$ cat src/rtl/register_file_pkg.sv
// -----------------------------------------------------------------------------
// register_file_pkg
// Shared types and constants for the parametrised register file.
//   RF_OP_W : width of the write-port operation code
//   rf_op_t : write-port operation (NOP, WRITE, ADD, CLEAR)
// -----------------------------------------------------------------------------
package register_file_pkg;

  localparam int RF_OP_W = 2;

  typedef enum logic [RF_OP_W-1:0] {
    RF_NOP   = 2'b00,
    RF_WRITE = 2'b01,
    RF_ADD   = 2'b10,
    RF_CLEAR = 2'b11
  } rf_op_t;

endpackage

$ cat src/rtl/register_file_next_value.sv
// -----------------------------------------------------------------------------
// register_file_next_value
// Computes the value a WRITE or ADD would store into the addressed register.
// The state update and the read bypass both use this block, so the value that
// is bypassed is always the value that lands in the register.
// Ports:
//   op          in   current write-port operation
//   is_zero_idx in   write index is register 0
//   cur_data    in   current contents of the addressed register
//   port_write  in   write data / addend
//   next_data   out  value to store (sum wraps modulo 2^WIDTH for ADD)
//   next_carry  out  carry-out of the ADD (0 for other ops)
//   write_en    out  the op really changes the addressed register
// -----------------------------------------------------------------------------
module register_file_next_value
  import register_file_pkg::*;
#(
  parameter int WIDTH    = 4,
  parameter bit ZERO_REG = 1'b0
) (
  input  rf_op_t           op,
  input  logic             is_zero_idx,
  input  logic [WIDTH-1:0] cur_data,
  input  logic [WIDTH-1:0] port_write,
  output logic [WIDTH-1:0] next_data,
  output logic             next_carry,
  output logic             write_en
);

  logic [WIDTH:0] sum;

  always_comb begin
    sum        = {1'b0, cur_data} + {1'b0, port_write};
    next_data  = cur_data;
    next_carry = 1'b0;
    write_en   = 1'b0;
    case (op)
      RF_WRITE: begin
        next_data = port_write;
        write_en  = 1'b1;
      end
      RF_ADD: begin
        next_data  = sum[WIDTH-1:0];
        next_carry = sum[WIDTH];
        write_en   = 1'b1;
      end
      default: ;
    endcase
    // A hard-wired zero register swallows writes and adds entirely,
    // which also suppresses the carry update and the bypass.
    if (ZERO_REG && is_zero_idx) begin
      write_en = 1'b0;
    end
  end

endmodule

$ cat src/rtl/register_file_param.sv
// -----------------------------------------------------------------------------
// register_file_param
// DEPTH x WIDTH register file with two combinational read ports and one
// op-coded synchronous write port (NOP, WRITE, ADD, CLEAR), optional
// same-cycle read bypass, optional hard-wired zero register and a registered
// carry flag from the last effective ADD.
// Ports:
//   i_clk          in   rising-edge clock
//   i_rst_n        in   asynchronous active-low reset
//   i_reg_read_0   in   register index for read port 0
//   i_reg_read_1   in   register index for read port 1
//   i_reg_write    in   register index for WRITE/ADD
//   i_port_write   in   write data / addend
//   i_op           in   rf_op_t operation code
//   o_port_read_0  out  data of i_reg_read_0
//   o_port_read_1  out  data of i_reg_read_1
//   o_carry        out  carry-out of the last effective ADD
// -----------------------------------------------------------------------------
module register_file_param
  import register_file_pkg::*;
#(
  parameter int WIDTH    = 4,
  parameter int DEPTH    = 4,
  parameter bit BYPASS   = 1'b1,
  parameter bit ZERO_REG = 1'b0
) (
  input  logic                     i_clk,
  input  logic                     i_rst_n,
  input  logic [$clog2(DEPTH)-1:0] i_reg_read_0,
  input  logic [$clog2(DEPTH)-1:0] i_reg_read_1,
  input  logic [$clog2(DEPTH)-1:0] i_reg_write,
  input  logic [WIDTH-1:0]         i_port_write,
  input  logic [RF_OP_W-1:0]       i_op,
  output logic [WIDTH-1:0]         o_port_read_0,
  output logic [WIDTH-1:0]         o_port_read_1,
  output logic                     o_carry
);

  localparam int AW = $clog2(DEPTH);

  if (WIDTH < 1 || DEPTH < 2 || (DEPTH & (DEPTH - 1)) != 0) begin : g_bad_params
    $error("register_file_param: DEPTH must be a power of two >= 2 and WIDTH >= 1");
  end

  rf_op_t           op;
  logic [WIDTH-1:0] reg_file_reg [DEPTH];
  logic             carry_reg;
  logic [WIDTH-1:0] nv_data;
  logic             nv_carry;
  logic             nv_we;

  assign op = rf_op_t'(i_op);

  register_file_next_value #(
    .WIDTH    (WIDTH),
    .ZERO_REG (ZERO_REG)
  ) u_next_value (
    .op          (op),
    .is_zero_idx (i_reg_write == '0),
    .cur_data    (reg_file_reg[i_reg_write]),
    .port_write  (i_port_write),
    .next_data   (nv_data),
    .next_carry  (nv_carry),
    .write_en    (nv_we)
  );

  always_ff @(posedge i_clk or negedge i_rst_n) begin
    if (!i_rst_n) begin
      for (int i = 0; i < DEPTH; i++) reg_file_reg[i] <= '0;
      carry_reg <= 1'b0;
    end else if (op == RF_CLEAR) begin
      for (int i = 0; i < DEPTH; i++) reg_file_reg[i] <= '0;
      carry_reg <= 1'b0;
    end else if (nv_we) begin
      reg_file_reg[i_reg_write] <= nv_data;
      if (op == RF_ADD) carry_reg <= nv_carry;
    end
  end

  // Read path: stored value, optionally overridden by the in-flight result.
  // Reset is folded in so the ports read 0 even while a bypassing op is
  // presented during reset.
  function automatic logic [WIDTH-1:0] read_value(input logic [AW-1:0] idx);
    logic [WIDTH-1:0] value;
    value = reg_file_reg[idx];
    if (BYPASS && op == RF_CLEAR) begin
      value = '0;
    end else if (BYPASS && nv_we && idx == i_reg_write) begin
      value = nv_data;
    end
    if (!i_rst_n || (ZERO_REG && idx == '0)) begin
      value = '0;
    end
    return value;
  endfunction

  assign o_port_read_0 = read_value(i_reg_read_0);
  assign o_port_read_1 = read_value(i_reg_read_1);
  assign o_carry       = carry_reg;

endmodule

$ cat config.mk
export PLATFORM = sky130hd
export DESIGN_NAME = register_file_param
export DESIGN_NICKNAME = d
export VERILOG_FILES = /design/src/rtl/register_file_pkg.sv /design/src/rtl/register_file_next_value.sv /design/src/rtl/register_file_param.sv
export SDC_FILE = /design/constraint.sdc
export NUM_CORES = 1
export LEC_CHECK = 0
export CAP_MARGIN = 30
export CORE_MARGIN = 2
export CORE_UTILIZATION = 54
export DETAILED_ROUTE_END_ITERATION = 7
export PLACE_DENSITY_LB_ADDON = 0.1
export SYNTH_ARGS = -nofsm -noshare
export SYNTH_HDL_FRONTEND = slang
export SYNTH_SLANG_ARGS = --single-unit
$ cat constraint.sdc
create_clock -name i_clk -period 4.5 [get_ports i_clk]
set_input_delay 1.125 -clock i_clk [delete_from_list [all_inputs] [get_ports i_clk]]
set_output_delay 1.125 -clock i_clk [all_outputs]
set_load 0.1 [all_outputs]
; ---- Word level (Yosys, flattened, before mapping)
; Index checks and enable logic that the tools add are counted.
[op_classes]
reduce_logical = 7
order_cmp = 4
n_addsub = 1
n_bitwise = 3
eq_ne = 5
n_mux = 25
[op_table]
columns = operator, n
row1 = 4-bit two-way mux, 13
row2 = 16-bit two-way mux, 2
row3 = 4-bit binary-select mux with 2-bit select, 3
row4 = 16-bit bitwise mux, 1
row5 = 3-bit >= comparator (second input constant), 3
row6 = 2-bit NOT with 3-bit output, 3
row7 = 4-bit demux with 2-bit select, 1
row8 = 4-bit one-hot mux with 2 select lines, 1
row9 = 4-bit by 4-bit adder with 5-bit output, 1
row10 = 2-bit == test, 2
row11 = 2-bit == test (second input constant), 2
row12 = 1-bit two-way mux, 4
row13 = 2-bit nonzero test, 2
row14 = 1-bit logical AND, 3
row15 = 3-bit by 1-bit < comparator with 1-bit output (second input constant), 1
row16 = 2-bit by 1-bit == test with 1-bit output (second input constant), 1
row17 = 2-bit AND reduction, 1
row18 = 2-bit OR reduction, 1
[word_totals]
output_inout_bits = 9
reg_bits = 17
elab_cells = 50
inputBits = 14

; ---- Depth between registers and ports, before layout
; Gate-level depths: netlist (run 1).
[logic_depth]
word_depth = 9
depth_mapped = 8
depth_no_buf = 7

; ---- By module
; From an unflattened synthesis (run 1), not the netlist that was laid out.
[hier_totals]
cells_unflattened = 153
hier_area_um2 = 1559.0
[modules_own_cells]
columns = mod, area_each_um2, cells_per_inst, instances, seq_area_each_um2
row1 = register_file_param, 1300.0, 115, 1, 425.4
row2 = register_file_next_value, 259.0, 38, 1, 0.0

; ---- Worst setup path after synthesis (run 1)
; OpenSTA, ideal clock, no wires.
[synth_path]
path_type = input port to output port
start = in i_reg_write[0]
end = out o_port_read_0[3]
path_stages = 7
t_required_ps = 3375
path_slack_ps = -722
n_path_buf = 1
arrival_time_ps = 4097
path_cell_list = buf_4 mux4_2 ha_1 a21oi_1 mux2i_1 o21bai_1 a21oi_1
[synth_via]
elab_chain_cells = 9
elab_cells_between_ends = 11
cone_classes = add/sub (1) / eq/ne (1) / mux (7) / bitwise (1) / reduce/logical (1)
[synth_rtl]
columns = item, line_no
row1 = start: declaration, register_file_param.sv:31  ; input logic [$clog2(DEPTH)-1:0] i_reg_write,
row2 = 2-bit NOT with 3-bit output (implied by the code), register_file_param.sv:60  ; .cur_data (reg_file_reg[i_reg_write]),
row3 = 4-bit binary-select mux with 2-bit select, register_file_param.sv:60
row4 = 4-bit two-way mux (implied by the code) (2 in a row), register_file_param.sv:60
row5 = 4-bit by 4-bit adder with 5-bit output, register_file_next_value.sv:33  ; sum = {1'b0, cur_data} + {1'b0, port_write};
row6 = 4-bit one-hot mux with 2 select lines, register_file_next_value.sv:37  ; case (op)
row7 = 4-bit two-way mux (*), register_file_param.sv:88  ; end else if (BYPASS && nv_we && idx == i_reg_write) begin
row8 = 4-bit two-way mux (*), register_file_param.sv:86  ; if (BYPASS && op == RF_CLEAR) begin
row9 = 4-bit two-way mux (*), register_file_param.sv:91  ; if (!i_rst_n || (ZERO_REG && idx == '0)) begin
row10 = end: declaration, register_file_param.sv:34  ; output logic [WIDTH-1:0] o_port_read_0,
; Every way passes the cells marked *; elsewhere a longest branch is shown, timed or not. The select of a mux whose other input is x is not followed.

; ---- Worst setup path after layout (run 1)
[layout_path]
start = in i_reg_write[0]
end = out o_port_read_1[2]
[layout_via]
elab_chain_cells = 9
elab_cells_between_ends = 11
cone_classes = add/sub (1) / eq/ne (1) / mux (7) / bitwise (1) / reduce/logical (1)
[layout_rtl]
columns = item, line_no
row1 = 2-bit NOT with 3-bit output (implied by the code), register_file_param.sv:60
row2 = 4-bit binary-select mux with 2-bit select, register_file_param.sv:60
row3 = 4-bit two-way mux (implied by the code) (2 in a row), register_file_param.sv:60
row4 = 4-bit by 4-bit adder with 5-bit output, register_file_next_value.sv:33
row5 = 4-bit one-hot mux with 2 select lines, register_file_next_value.sv:37
row6 = 4-bit two-way mux (*), register_file_param.sv:88
row7 = 4-bit two-way mux (*), register_file_param.sv:86
row8 = 4-bit two-way mux (*), register_file_param.sv:91
row9 = end: declaration, register_file_param.sv:35  ; output logic [WIDTH-1:0] o_port_read_1,
; Marked as above.

==> flow_metrics.env, run 1 <==
export IMPL_outcome="finished clean"
export IMPL_synth_avg_cell_area_sq_um=9.79
export IMPL_min_period_ns=4.48
export IMPL_drive_gt1_frac=0.374
export IMPL_io_pins=23
export IMPL_cts_made_buffers=3
export IMPL_vias=1479
export IMPL_synthMuxAreaShare=0.206
export IMPL_rows=19
export IMPL_first_iter_violations=92
export IMPL_cts_hold_fix_buffers=0
export IMPL_cts_tree="built"
export IMPL_ctsRootBufferMaster="clkbuf_4"
export IMPL_place_ws_ns=-0.394
export IMPL_synth_main_ff_cell="dfrtp_1"
export IMPL_antenna_found_initial=0
export IMPL_finalCritPeriodShare=0.996
export IMPL_synth_cell_type_count=39
export IMPL_slew_viol_final=0
export IMPL_grt_overflow=0
export IMPL_ys_seq_area_frac=0.273
export IMPL_clock_path_buffers=2
export IMPL_async_flop_share=1.00
export IMPL_yosysTopAreaCell="dfrtp_1"
export IMPL_synth_edf_count=0
export IMPL_num_fill_cells=170
export IMPL_insertion_delay_ns=0.29
export IMPL_fin_ws_ns=0.0195
export IMPL_portBuffers=22
export IMPL_synth_area_leaders="dfrtp_1 (27%), mux4_2 (17%), ha_1 (6.4%)"
export IMPL_crit_path_start_kind="input port"
export IMPL_cts_reportedPaths_clkPinSlew_ns=0.09
export IMPL_syn_area_sq_um=1560
export IMPL_num_antenna_cells=0
export IMPL_hold_viol_final=0
export IMPL_ys_top_cells_by_count="nand2_1 (22), dfrtp_1 (17), mux4_2 (12)"
export IMPL_core_area_sq_um=2760
export IMPL_crit_fanout=3
export IMPL_cts_sinks=17
export IMPL_dp_hpwl_um=3240
export IMPL_largest_register_ffs=16
export IMPL_ys_warn_count=0
export IMPL_p_per_area_nw_per_um2=298
export IMPL_layout_cells_non_filler=226
export IMPL_routed_wl_um=4230
export IMPL_worstSetupEndpointType="primary output"
export IMPL_syn_num_nets=182
export IMPL_nets=219
export IMPL_synth_xor_area_share=0.0281
export IMPL_crit_arrival_ns=3.36
export IMPL_yosysTopAreaCellShare=0.273
export IMPL_ir_drop_v=0.000308
export IMPL_worst_slew_pin_slew_ns=0.956
export IMPL_grt_max_degree=18
export IMPL_critPathKind="in -> out"
export IMPL_grt_pass1_wl_um=6720
export IMPL_maxCapViolCount=0
export IMPL_grt_pass1_vias=1469
export IMPL_place_gp_congestion=0.936
export IMPL_die_w_um=57.7
export IMPL_total_power_w=0.000655
export IMPL_finClkSkew_ns=0.00417
export IMPL_utilization=0.795
export IMPL_synthCells=159
export IMPL_die_h_um=57.7
export IMPL_synthAdderAreaFrac=0.0772
export IMPL_post_place_cells=220
export IMPL_synth_top_family_by_area="multiplexers"
export IMPL_htree_levels=1
export IMPL_synthMostInstantiatedCell="nand2_1"
export IMPL_synth_simple_area_share=0.164
export IMPL_maxSlewHeadroom=0.360
export IMPL_synth_compound_area_frac=0.205
export IMPL_final_setup_viol_count=0
export IMPL_routedWlPerCell_um=18.7
export IMPL_area_growth_synth_to_final_pct=40.9
export IMPL_hold_class="reg -> reg"
export IMPL_power_leakage_nw=0.885
export IMPL_cp_required_ns=3.38
export IMPL_dieArea_sq_um=3330
export IMPL_via_per_inst=6.54
export IMPL_dr_pass1_iters=7
export IMPL_max_freq_mhz=223
export IMPL_synth_seq_cells=17
export IMPL_drc=0
export IMPL_ant_nets=0
export IMPL_start_util=0.564
export IMPL_track_usage=0.265
==> kinds of logic after synthesis <==
group / Yosys count
AND/OR/NAND/NOR: 51
AO/OA/AOI/OAI: 45
multiplexers: 17
flip-flops: 17
buffers and inverters: 15
adder cells (fa/ha/maj): 9
XOR/XNOR: 5
==> cell type report <==
type / count / area (sq um) / share of cell area
clock inverters: 1 / 5.00 / 0.00228
well taps: 31 / 38.8 / 0.0177
inverters: 5 / 18.8 / 0.00856
clock buffers: 3 / 22.5 / 0.0103
multi-input cells: 127 / 1230 / 0.562
flip-flops and latches: 17 / 425 / 0.194
repair buffers: 42 / 450 / 0.205
==> stage by stage <==
stage	instance area, sq um	hold slack (ns)	TNS [ns]
after detailed placement	2050	0.511	-2.07
after global routing	2190	0.568	-0.0605
after CTS	2110	0.532	0
after floorplan	1630	0.477	-0.177
final	2190	0.530	0
after global placement	2050	0.496	-1.58
==> metal layers <==
| layer | routed length [um] | global-route usage | share of wire |
|---|---|---|---|
| met1 | 1670 | 0.343 | 0.40 |
| met2 | 2190 | 0.448 | 0.52 |
| met3 | 232 | 0.0179 | 0.055 |
| met4 | 128 | 0.140 | 0.030 |
| met5 | 0 | 0 | 0 |
==> layout by cell type (no fill, tap or decap), types with 3 or more instances in the layout <==
cell type	instances
dfrtp_1	17
nand2_1	22
clkbuf_4	3
o21ai_0	9
a32o_1	4
nand2b_1	3
a21oi_4	3
nand3_1	3
inv_1	5
ha_4	3
buf_12	8
nor3b_1	4
nor2_1	4
clkdlybuf4s50_1	12
o21bai_1	5
mux2i_2	3
a21oi_1	5
ha_1	4
nor2_2	4
buf_4	19
mux4_2	12
xnor2_1	4
nor2b_1	3
==> critical path: stages <==
cell,delay [ns]
clkdlybuf4s15_2,0.22
mux4_2,0.55
ha_4,0.19
fa_2,0.40
xor2_2,0.18
a22oi_2,0.10
a21oi_4,0.25
o2bb2ai_4,0.15
buf_12,0.18
==> what timing repair did <==
action                     in CTS  in global routing
pin swaps                       1                 10
setup buffers                   2                  0
setup endpoints to repair       6                  6
gates resized for setup        10                 16
==> path summary, 6_finish.rpt <==
check	start	endpoint	slack (ns)	depth (start not counted)
worst min-delay path	o_carry$_DFFE_PN0P_	o_carry$_DFFE_PN0P_	0.53	2
worst max register to register	reg_file_reg[0]$_DFFE_PN0P_	reg_file_reg[10]$_DFFE_PN0P_	1.83	9
min in group asynchronous	i_rst_n	reg_file_reg[4]$_DFFE_PN0P_	1.21	2
max in group asynchronous	i_rst_n	reg_file_reg[15]$_DFFE_PN0P_	3.10	2
worst max-delay path	i_reg_write[0]	o_port_read_1[2]	0.02	9
worst min register to register	o_carry$_DFFE_PN0P_	o_carry$_DFFE_PN0P_	0.53	2
==> where the power goes <==
group          total (W)  internal, W  switching, W
clock          0.0000800    0.0000331     0.0000469
sequential      0.000205     0.000176     0.0000285
combinational   0.000370     0.000168      0.000202
total           0.000655     0.000377      0.000278
No activity file was read; power rests on OpenSTA's default activity.
==> run 2: changes to the inputs <==
Settings changed: CAP_MARGIN 30 to 25, CORE_ASPECT_RATIO set to 0.5, CORE_UTILIZATION 54 to 35.
==> run 2 against run 1 <==
- combinational power down 7.6%
- sequential power about the same
- core utilization down 30 points
- largest power group unchanged
- hold slack better by 0.0062 ns
- fmax up 1.8%
- design area down 1.6%
- routed wire length down 2.6%
- setup slack better by 0.078 ns
- critical path depth unchanged
- clock skew about the same
==> flow_metrics.env, run 2 (synthesis results as in run 1) <==
export IMPL_outcome="finished clean"
export IMPL_cts_tree="built"
export IMPL_antenna_found_initial=0
export IMPL_crit_family="adder cells"
export IMPL_num_antenna_cells=0
export IMPL_cts_reportedPaths_clkPinSlew_ns=0.07
export IMPL_clock_path_buffers=2
export IMPL_cp_startpoint="i_reg_write[1]"
export IMPL_crit_arrival_ns=3.28
export IMPL_hp_start="o_carry$_DFFE_PN0P_"
export IMPL_rows=17
export IMPL_crit_chain="dlygate4sd2_1 > mux4_2 > ha_2 > fa_2 > xor2_1 > a22oi_1 > a21oi_2 > o2bb2ai_4 > buf_12"
export IMPL_cts_made_buffers=3
export IMPL_cts_sinks=17
export IMPL_r2r_end="reg_file_reg[6]$_DFFE_PN0P_"
export IMPL_grt_pass1_vias=1345
export IMPL_start_util=0.359
export IMPL_grt_max_degree=18
export IMPL_portBuffers=22
export IMPL_mostFrequentLayoutCell="nand2_1"
export IMPL_drc=0
export IMPL_place_ws_ns=-0.367
export IMPL_worstSetupEndpointType="primary output"
export IMPL_hold_class="reg -> reg"
export IMPL_crit_fanout=4
export IMPL_ir_drop_v=0.000175
export IMPL_critPathKind="in -> out"
export IMPL_ant_nets=0
export IMPL_fin_setup_tns_ns=0
export IMPL_hold_depth=2
export IMPL_first_iter_violations=69
export IMPL_rr_worst_depth=8
export IMPL_place_gp_congestion=0.874
export IMPL_num_fill_cells=428
export IMPL_dr_pass1_iters=4
export IMPL_die_h_um=51.2
export IMPL_grt_overflow=0
export IMPL_ff2ff_setup_slack_ns=1.99
export IMPL_finClkSkew_ns=0.00368
export IMPL_critPathSlowestCell="mux4_2"
export IMPL_slowest_delay_ns=0.37
export IMPL_io_pins=23
export IMPL_r2r_start="reg_file_reg[0]$_DFFE_PN0P_"
export IMPL_track_usage=0.178
export IMPL_insertion_delay_ns=0.25
export IMPL_drive_gt1_frac=0.318
export IMPL_fin_ws_ns=0.0973
export IMPL_maxSlewHeadroom=0.351
export IMPL_routed_wl_um=4120
export IMPL_final_setup_viol_count=0
export IMPL_slew_viol_final=0
export IMPL_nets=219
export IMPL_min_period_ns=4.40
export IMPL_path_buf_inv=2
export IMPL_ctsRootBufferMaster="clkbuf_8"
export IMPL_dieArea_sq_um=5030
export IMPL_core_area_sq_um=4340
export IMPL_power_leakage_nw=0.907
export IMPL_final_cell_mix="nand2_1 (22), buf_4 (20), dfrtp_1 (17)"
export IMPL_htree_levels=1
export IMPL_max_freq_mhz=227
export IMPL_largest_register_ffs=16
export IMPL_finalCritPeriodShare=0.978
export IMPL_cp_required_ns=3.38
export IMPL_cts_hold_fix_buffers=0
export IMPL_routedWlPerCell_um=16.3
export IMPL_min_to="o_carry$_DFFE_PN0P_"
export IMPL_grt_setup_unrepaired="false"
export IMPL_vias=1356
export IMPL_crit_path_start_kind="input port"
export IMPL_p_per_area_nw_per_um2=305
export IMPL_via_per_inst=5.38
export IMPL_worst_slew_pin_slew_ns=0.971
export IMPL_hold_viol_final=0
export IMPL_dp_hpwl_um=3290
export IMPL_maxCapViolCount=0
export IMPL_area_growth_synth_to_final_pct=38.7
export IMPL_grt_pass1_wl_um=6980
export IMPL_die_w_um=98.3
[run 2: cell count changes in the layout (fill, tap and decap cells not counted), sizes merged]
cell | previous run | this run
clkdlybuf4s15 | 1 | 0
dlygate4sd2 | 0 | 1
[run 2: how the worst max path moves through the flow]
stage / to / slack (ns) / cells after the start
global placement: o_port_read_0[2] / -0.34 / 9
global route: o_port_read_1[2] / 0.02 / 9
floorplan: o_port_read_0[3] / -0.18 / 7
CTS: o_port_read_0[2] / 0.005 / 9
finish: o_port_read_0[2] / 0.1 / 9
detailed placement: o_port_read_0[2] / -0.37 / 9
[run 2: final cells by class]
class | instances | area, sq um | share of cell area
Clock inverter | 1 | 5.00 | 0.00232
Inverter | 5 | 18.8 | 0.00870
Clock buffer | 3 | 41.3 | 0.0191
Sequential cell | 17 | 425 | 0.197
Timing Repair Buffer | 42 | 444 | 0.206
Tap cell | 57 | 71.3 | 0.0330
Multi-Input combinational cell | 127 | 1150 | 0.534
[run 2: per-stage QoR]
step | hold WS, ns | utilization | instances | power [W] | cell area [sq um]
after floorplan | 0.477 | - | 159 | 0.000422 | 1630
after global placement | 0.504 | 0.480 | 246 | 0.000534 | 2080
after detailed placement | 0.518 | 0.480 | 246 | 0.000538 | 2080
after CTS | 0.533 | 0.499 | 252 | 0.000662 | 2160
after global routing | 0.582 | 0.497 | 252 | 0.000700 | 2160
final | 0.537 | 0.497 | 252 | 0.000659 | 2160
[run 2: worst register-to-register path, cell delays in order (launching register included)]
cell	delay (ns)
dfrtp_1	0.42
mux4_2	0.53
ha_2	0.21
fa_2	0.37
xor2_1	0.17
a22oi_1	0.18
a21oi_2	0.14
buf_4	0.18
a32o_1	0.22
[run 2: power by group]
group          internal [W]  switching (W)  total, W
registers          0.000177      0.0000269  0.000204
logic              0.000154       0.000188  0.000342
clock network     0.0000614      0.0000526  0.000114
[run 2: timing repair]
action	in CTS	in global routing
pin swaps	2	1
gates resized for setup	9	1
cloned	0	0
setup endpoints to repair	6	6
setup buffers	2	0
[run 2: metal layers]
layer | part of all wire | wire [um] | vias to the layer above | track usage
met1 | 0.56 | 2310 | 652 | 0.275
li1 | - | - | 674 | -
met2 | 0.41 | 1690 | 26 | 0.268
met3 | 0.022 | 90 | 4 | 0.0137
met5 | 0 | 0 | - | 0
met4 | 0.0083 | 34 | 0 | 0.0479
